===== src/rtl/systolic_pkg.sv =====
// Constants and types shared by the systolic array feeder and processing elements.
package systolic_pkg;

   localparam logic [1:0] CTRL_HOLD    = 2'b00;
   localparam logic [1:0] CTRL_LOAD    = 2'b01;
   localparam logic [1:0] CTRL_COMPUTE = 2'b10;

   typedef enum logic [2:0] {
      ST_IDLE,
      ST_LOAD,
      ST_COMPUTE,
      ST_DRAIN,
      ST_DONE
   } feeder_state_e;

endpackage


===== src/rtl/skew_delay_line.sv =====
// Enable-gated delay line of DEPTH registers; one instance per array row builds the activation skew.
module skew_delay_line #(
   parameter int WIDTH = 8,
   parameter int DEPTH = 1
) (
   input  logic             clk,
   input  logic             reset,
   input  logic             en,
   input  logic [WIDTH-1:0] din,
   output logic [WIDTH-1:0] dout
);

   logic [WIDTH-1:0] stage_p [DEPTH];

   always_ff @(posedge clk or posedge reset) begin
      if (reset) begin
         for (int i = 0; i < DEPTH; i++) stage_p[i] <= '0;
      end else if (en) begin
         stage_p[0] <= din;
         for (int i = 1; i < DEPTH; i++) stage_p[i] <= stage_p[i-1];
      end
   end

   assign dout = stage_p[DEPTH-1];

endmodule


===== src/rtl/systolic_input_feeder.sv =====
// Upstream feeder of the weight-stationary array: loads weight rows, streams row-skewed
// activations under a global stall, then flushes the array and pulses done.
module systolic_input_feeder
   import systolic_pkg::*;
#(
   parameter int WORD_WIDTH = 8,
   parameter int ROWS       = 4,
   parameter int COLS       = 4,
   parameter int CNT_WIDTH  = 16
) (
   input  logic                         clk,
   input  logic                         reset,
   input  logic                         start,
   input  logic [CNT_WIDTH-1:0]         num_vectors,
   input  logic                         w_valid,
   output logic                         w_ready,
   input  logic [WORD_WIDTH*4*COLS-1:0] w_data,
   input  logic                         a_valid,
   output logic                         a_ready,
   input  logic [WORD_WIDTH*ROWS-1:0]   a_data,
   output logic [1:0]                   control,
   output logic [WORD_WIDTH*4*COLS-1:0] d_out,
   output logic [WORD_WIDTH*ROWS-1:0]   a_out,
   output logic                         busy,
   output logic                         done
);

   localparam int D_W     = WORD_WIDTH * 4 * COLS;
   localparam int BEAT_W  = (ROWS > 1) ? $clog2(ROWS) : 1;
   localparam int DRAIN_W = $clog2(ROWS + COLS);

   localparam logic [BEAT_W-1:0]    BEAT_ONE   = BEAT_W'(1);
   localparam logic [BEAT_W-1:0]    BEAT_LAST  = BEAT_W'(ROWS - 1);
   localparam logic [DRAIN_W-1:0]   DRAIN_ONE  = DRAIN_W'(1);
   localparam logic [DRAIN_W-1:0]   DRAIN_LAST = DRAIN_W'(ROWS + COLS - 2);
   localparam logic [CNT_WIDTH-1:0] VEC_ONE    = CNT_WIDTH'(1);

   feeder_state_e        state_q, state_n;
   logic [CNT_WIDTH-1:0] num_vec, num_n;
   logic [CNT_WIDTH-1:0] vec_cnt, vec_n;
   logic [BEAT_W-1:0]    beat_cnt, beat_n;
   logic [DRAIN_W-1:0]   drain_cnt, drain_n;
   logic [1:0]           control_n;
   logic [D_W-1:0]       d_out_n;
   logic                 w_ready_n, a_ready_n, busy_n, done_n;
   logic                 line_en, line_zero;

   always_comb begin
      state_n   = state_q;
      num_n     = num_vec;
      vec_n     = vec_cnt;
      beat_n    = beat_cnt;
      drain_n   = drain_cnt;
      control_n = CTRL_HOLD;
      d_out_n   = '0;
      w_ready_n = w_ready;
      a_ready_n = a_ready;
      busy_n    = busy;
      done_n    = 1'b0;
      line_en   = 1'b0;
      line_zero = 1'b0;
      case (state_q)
         ST_IDLE: begin
            if (start) begin
               state_n   = ST_LOAD;
               num_n     = num_vectors;
               vec_n     = '0;
               beat_n    = '0;
               drain_n   = '0;
               w_ready_n = 1'b1;
               busy_n    = 1'b1;
            end
         end
         ST_LOAD: begin
            d_out_n = d_out;
            if (w_valid && w_ready) begin
               d_out_n   = w_data;
               control_n = CTRL_LOAD;
               beat_n    = beat_cnt + BEAT_ONE;
               // Beats arrive bottom row first, so the last beat is the top row.
               if (beat_cnt == BEAT_LAST) begin
                  w_ready_n = 1'b0;
                  if (num_vec == '0) begin
                     state_n = ST_DRAIN;
                  end else begin
                     state_n   = ST_COMPUTE;
                     a_ready_n = 1'b1;
                  end
               end
            end
         end
         ST_COMPUTE: begin
            if (a_valid && a_ready) begin
               line_en   = 1'b1;
               control_n = CTRL_COMPUTE;
               vec_n     = vec_cnt + VEC_ONE;
               if (vec_cnt == num_vec - VEC_ONE) begin
                  a_ready_n = 1'b0;
                  state_n   = ST_DRAIN;
               end
            end
         end
         ST_DRAIN: begin
            // Zeros push the last skewed lanes through every row and column.
            line_en   = 1'b1;
            line_zero = 1'b1;
            control_n = CTRL_COMPUTE;
            drain_n   = drain_cnt + DRAIN_ONE;
            if (drain_cnt == DRAIN_LAST) state_n = ST_DONE;
         end
         ST_DONE: begin
            done_n  = 1'b1;
            busy_n  = 1'b0;
            state_n = ST_IDLE;
         end
         default: state_n = ST_IDLE;
      endcase
   end

   always_ff @(posedge clk or posedge reset) begin
      if (reset) begin
         state_q   <= ST_IDLE;
         num_vec   <= '0;
         vec_cnt   <= '0;
         beat_cnt  <= '0;
         drain_cnt <= '0;
         control   <= CTRL_HOLD;
         d_out     <= '0;
         w_ready   <= 1'b0;
         a_ready   <= 1'b0;
         busy      <= 1'b0;
         done      <= 1'b0;
      end else begin
         state_q   <= state_n;
         num_vec   <= num_n;
         vec_cnt   <= vec_n;
         beat_cnt  <= beat_n;
         drain_cnt <= drain_n;
         control   <= control_n;
         d_out     <= d_out_n;
         w_ready   <= w_ready_n;
         a_ready   <= a_ready_n;
         busy      <= busy_n;
         done      <= done_n;
      end
   end

   for (genvar r = 0; r < ROWS; r++) begin : g_row
      logic [WORD_WIDTH-1:0] lane_in;
      assign lane_in = line_zero ? '0 : a_data[r*WORD_WIDTH +: WORD_WIDTH];

      skew_delay_line #(
         .WIDTH (WORD_WIDTH),
         .DEPTH (r + 1)
      ) u_skew (
         .clk   (clk),
         .reset (reset),
         .en    (line_en),
         .din   (lane_in),
         .dout  (a_out[r*WORD_WIDTH +: WORD_WIDTH])
      );
   end

endmodule


===== config.mk =====
export PLATFORM = sky130hd
export DESIGN_NAME = systolic_input_feeder
export DESIGN_NICKNAME = d
export VERILOG_FILES = /design/src/rtl/systolic_pkg.sv /design/src/rtl/skew_delay_line.sv /design/src/rtl/systolic_input_feeder.sv
export SDC_FILE = /design/constraint.sdc
export NUM_CORES = 1
export LEC_CHECK = 0
export ABC_AREA = 1
export BUFFER_PORTS_ARGS = -buffer_cell sky130_fd_sc_hd__buf_4
export CAP_MARGIN = 20
export CORE_MARGIN = 1.5
export CORE_UTILIZATION = 55
export DETAILED_ROUTE_END_ITERATION = 12
export PLACE_DENSITY = 0.93
export RECOVER_POWER = 100
export SLEW_MARGIN = 20
export SYNTH_ARGS = -nofsm -noshare
export SYNTH_HDL_FRONTEND = slang
export SYNTH_HIERARCHICAL = 1
export SYNTH_SLANG_ARGS = --single-unit

===== constraint.sdc =====
create_clock -name clk -period 18.2 [get_ports clk]
set_clock_uncertainty 0.1 [all_clocks]
set_input_delay 3.64 -clock clk [delete_from_list [all_inputs] [get_ports clk]]
set_output_delay 3.64 -clock clk [all_outputs]
set_load 0.02 [all_outputs]

==> impl_metrics.py <==
metrics = {
    "run_status": {
        "status": "complete, but fails checks",
        "violations": "max-capacitance violations, max-slew violations",
    },
    "setup_path": {
        "path_max_fanout": 97,
        "cp_data_required_time_ns": 17.82,
        "path_class": "input pin to asynchronous set/reset pin",
        "cp-end-kind": "asynchronous set/reset pin",
        "cp_data_arrival_time_ns": 9.32,
        "cp-start-kind": "input pin",
    },
    "clocking": {
        "clk_latency_ns": 0.53,
        "cts_sinks": 254,
        "holdBufCountCts": 0,
        "cts_tree": "yes",
        "clk_pin_slew_worst_paths_ns": 0.06,
        "cts_buffers": 26,
        "cts-root-buf": "clkbuf_16",
        "cts_post_setup_buffers_inserted": 0,
        "clock_tree.htree_level_count": 1,
        "clk_path_buf_depth": 3,
        "ctsResizeCount": 0,
    },
    "power_and_ir_drop": {
        "powerDensity_nw_per_um2": 86.4,
        "power.total_w": 0.00118,
        "leakagePower_nw": 7.17,
        "ir_drop_mv": 0.0760,
    },
    "die": {
        "fp.dieW_um": 144,
        "io_pins": 347,
        "coreArea_um2": 19500,
        "die_h_um": 144,
        "std_cell_rows": 51,
        "start_util_pct": 56.3,
        "die_area_um2": 20800,
    },
    "routing": {
        "via_count": 9107,
        "viasPerCell": 5.29,
        "drt-initial-drc-count": 660,
        "route.detailed.wl_per_inst_um": 17.7,
        "first_pass_iters": 6,
        "drtAntennaViolNets": 0,
        "wl_um": 30500,
        "drc": 0,
    },
    "synthesis": {
        "synth_top_area_share_pct": 57.8,
        "ys_seq_area_share_pct": 57.8,
        "avgSynthCellArea_um2": 9.70,
        "synth_area_leaders": "dfrtp_1 58%, nand2_1 12%, a22o_1 10%",
        "synthCells": 1133,
        "synth_edf_count": 0,
        "synth.cells.most_frequent": "338 x nand2_1, 254 x dfrtp_1, 128 x a22o_1",
        "yosys_warnings": 6,
        "ys_types": 38,
        "async_reset_ff_share_pct": 100,
        "synth_top_area_cell": "dfrtp_1",
        "synthFlopType": "dfrtp_1",
        "ys_seq_elements": 254,
        "yosysMostFrequentCell": "nand2_1",
        "synth_fp_nets": 1319,
        "syn_area_um2": 11000,
    },
    "global_routing": {
        "grt_pass1_wl_um": 47100,
        "grt-ovfl-total": 0,
        "grt_usage_pct": 29.2,
        "grt_max_degree": 111,
        "grt_pass1_vias": 9016,
        "antenna_found_initial": 2,
    },
    "cells_and_area": {
        "utilization_pct": 69.8,
        "syn2layout_area_growth_pct": 24.0,
        "drive_gt1_share_pct": 19.1,
        "nNetsFinal": 1623,
    },
    "sta": {
        "tns_ns": 0,
        "fmax_mhz": 103,
        "whs_ns": 0.371,
        "period_needed_ns": 9.70,
        "final-hold-violation-count": 0,
        "finalCritPeriodShare_pct": 53.3,
        "setup_viol": 0,
        "relSlewSlack_pct": -212,
        "drv_slew": 441,
        "worst_pin_slew_ns": 4.68,
        "rsz0062_at_grt": "false",
    },
    "hold_path": {
        "hp-class": "register to register",
    },
    "place": {
        "io_buffers": 346,
        "dp_hpwl_um": 21200,
        "place.gp.congestion": 0.856,
    },
    "run": {
        "drv_cap": 6,
    },
}
-- cells in the final DEF (no fill, tap or decap), types with 5 or more instances in the layout --
cell	n
ha_1	5
dfrtp_1	254
nor2_1	83
o21ai_0	29
clkbuf_1	174
buf_4	178
clkbuf_8	7
clkinvlp_2	5
nor3_1	9
nand2_1	339
a21oi_1	8
inv_1	87
nand2_2	37
nor2_2	6
clkbuf_16	26
xnor2_1	6
nand3_1	36
clkinv_2	5
a22o_1	128
-- final timing paths --
kind,slack (ns),start,depth (start not counted),endpoint
max reg2reg,11.76,state_q[0],6,g_row[3].u_skew/stage_p[12]
max in group clk,9.00,a_valid,7,g_row[3].u_skew/stage_p[12]
min in group asynchronous,3.05,reset,2,g_row[0].u_skew/dout[1]
min,0.37,g_row[3].u_skew/stage_p[29],2,g_row[3].u_skew/stage_p[21]
min reg2reg,0.37,g_row[3].u_skew/stage_p[29],2,g_row[3].u_skew/stage_p[21]
max,8.50,reset,3,d_out[16]
-- where the power goes --
group / total, W / internal [W] / leakage [nW] / switching [W]
Combinational: 0.0000512 / 0.0000277 / 3.39 / 0.0000235
Sequential: 0.000571 / 0.000568 / 3.33 / 0.00000218
Clock: 0.000556 / 0.000333 / 0.442 / 0.000222
-- sequential cells by signal (all words and copies together) (netlist names) --
name and count:
w_ready 1, beat_cnt 2, vec_cnt 16, done 1
num_vec 16, control 2, a_ready 1, busy 1
d_out 128, drain_cnt 3, g_row.u_skew/stage_p 48, g_row.u_skew/dout 32
state_q 3
-- layer usage --
layer	global-route usage, %	routed length, um
met1	36.5	11600
met2	48.9	15300
met3	9.01	2720
met4	8.72	960
met5	0	0
-- logic make-up (layout without fill, tap and decap cells) --
logic type                 Yosys count  count (layout)  share of synthesized area, %
DFF                                254             254                          57.8
xor gates and xnor gates             9               9                         0.717
AOI/OAI and AO/OA                  171             171                          12.3
other                                0               2                             0
and+or+nand+nor                    523             523                          20.0
buffers and inverters              171             494                          8.63
adders and majority gates            5               5                         0.569
-- metrics by stage --
step           instances  area (um^2)  setup WS, ns
2_1_floorplan       1133        11000          9.74
3_3_place_gp        1674        13400         12.46
3_5_place_dp        1674        13400         12.39
4_1_cts             1721        14300         12.96
5_1_grt             1723        13600          7.10
6_report            1723        13600          8.50
-- critical path, stage by stage --
cell and delay (ns):
clkbuf_1 0.15, clkinvlp_2 2.48, clkbuf_1 2.95
-- final cells by class --
type / count / area (um^2)
inverters: 95 / 363
clock inverters: 12 / 154
well taps: 265 / 332
multi-input cells: 708 / 3670
fillers: 1591 / 5900
diodes: 2 / 5.00
flip-flops and latches: 254 / 6360
repair buffers: 352 / 2000
clock buffers: 35 / 754
(Power assumes the default switching activity.)
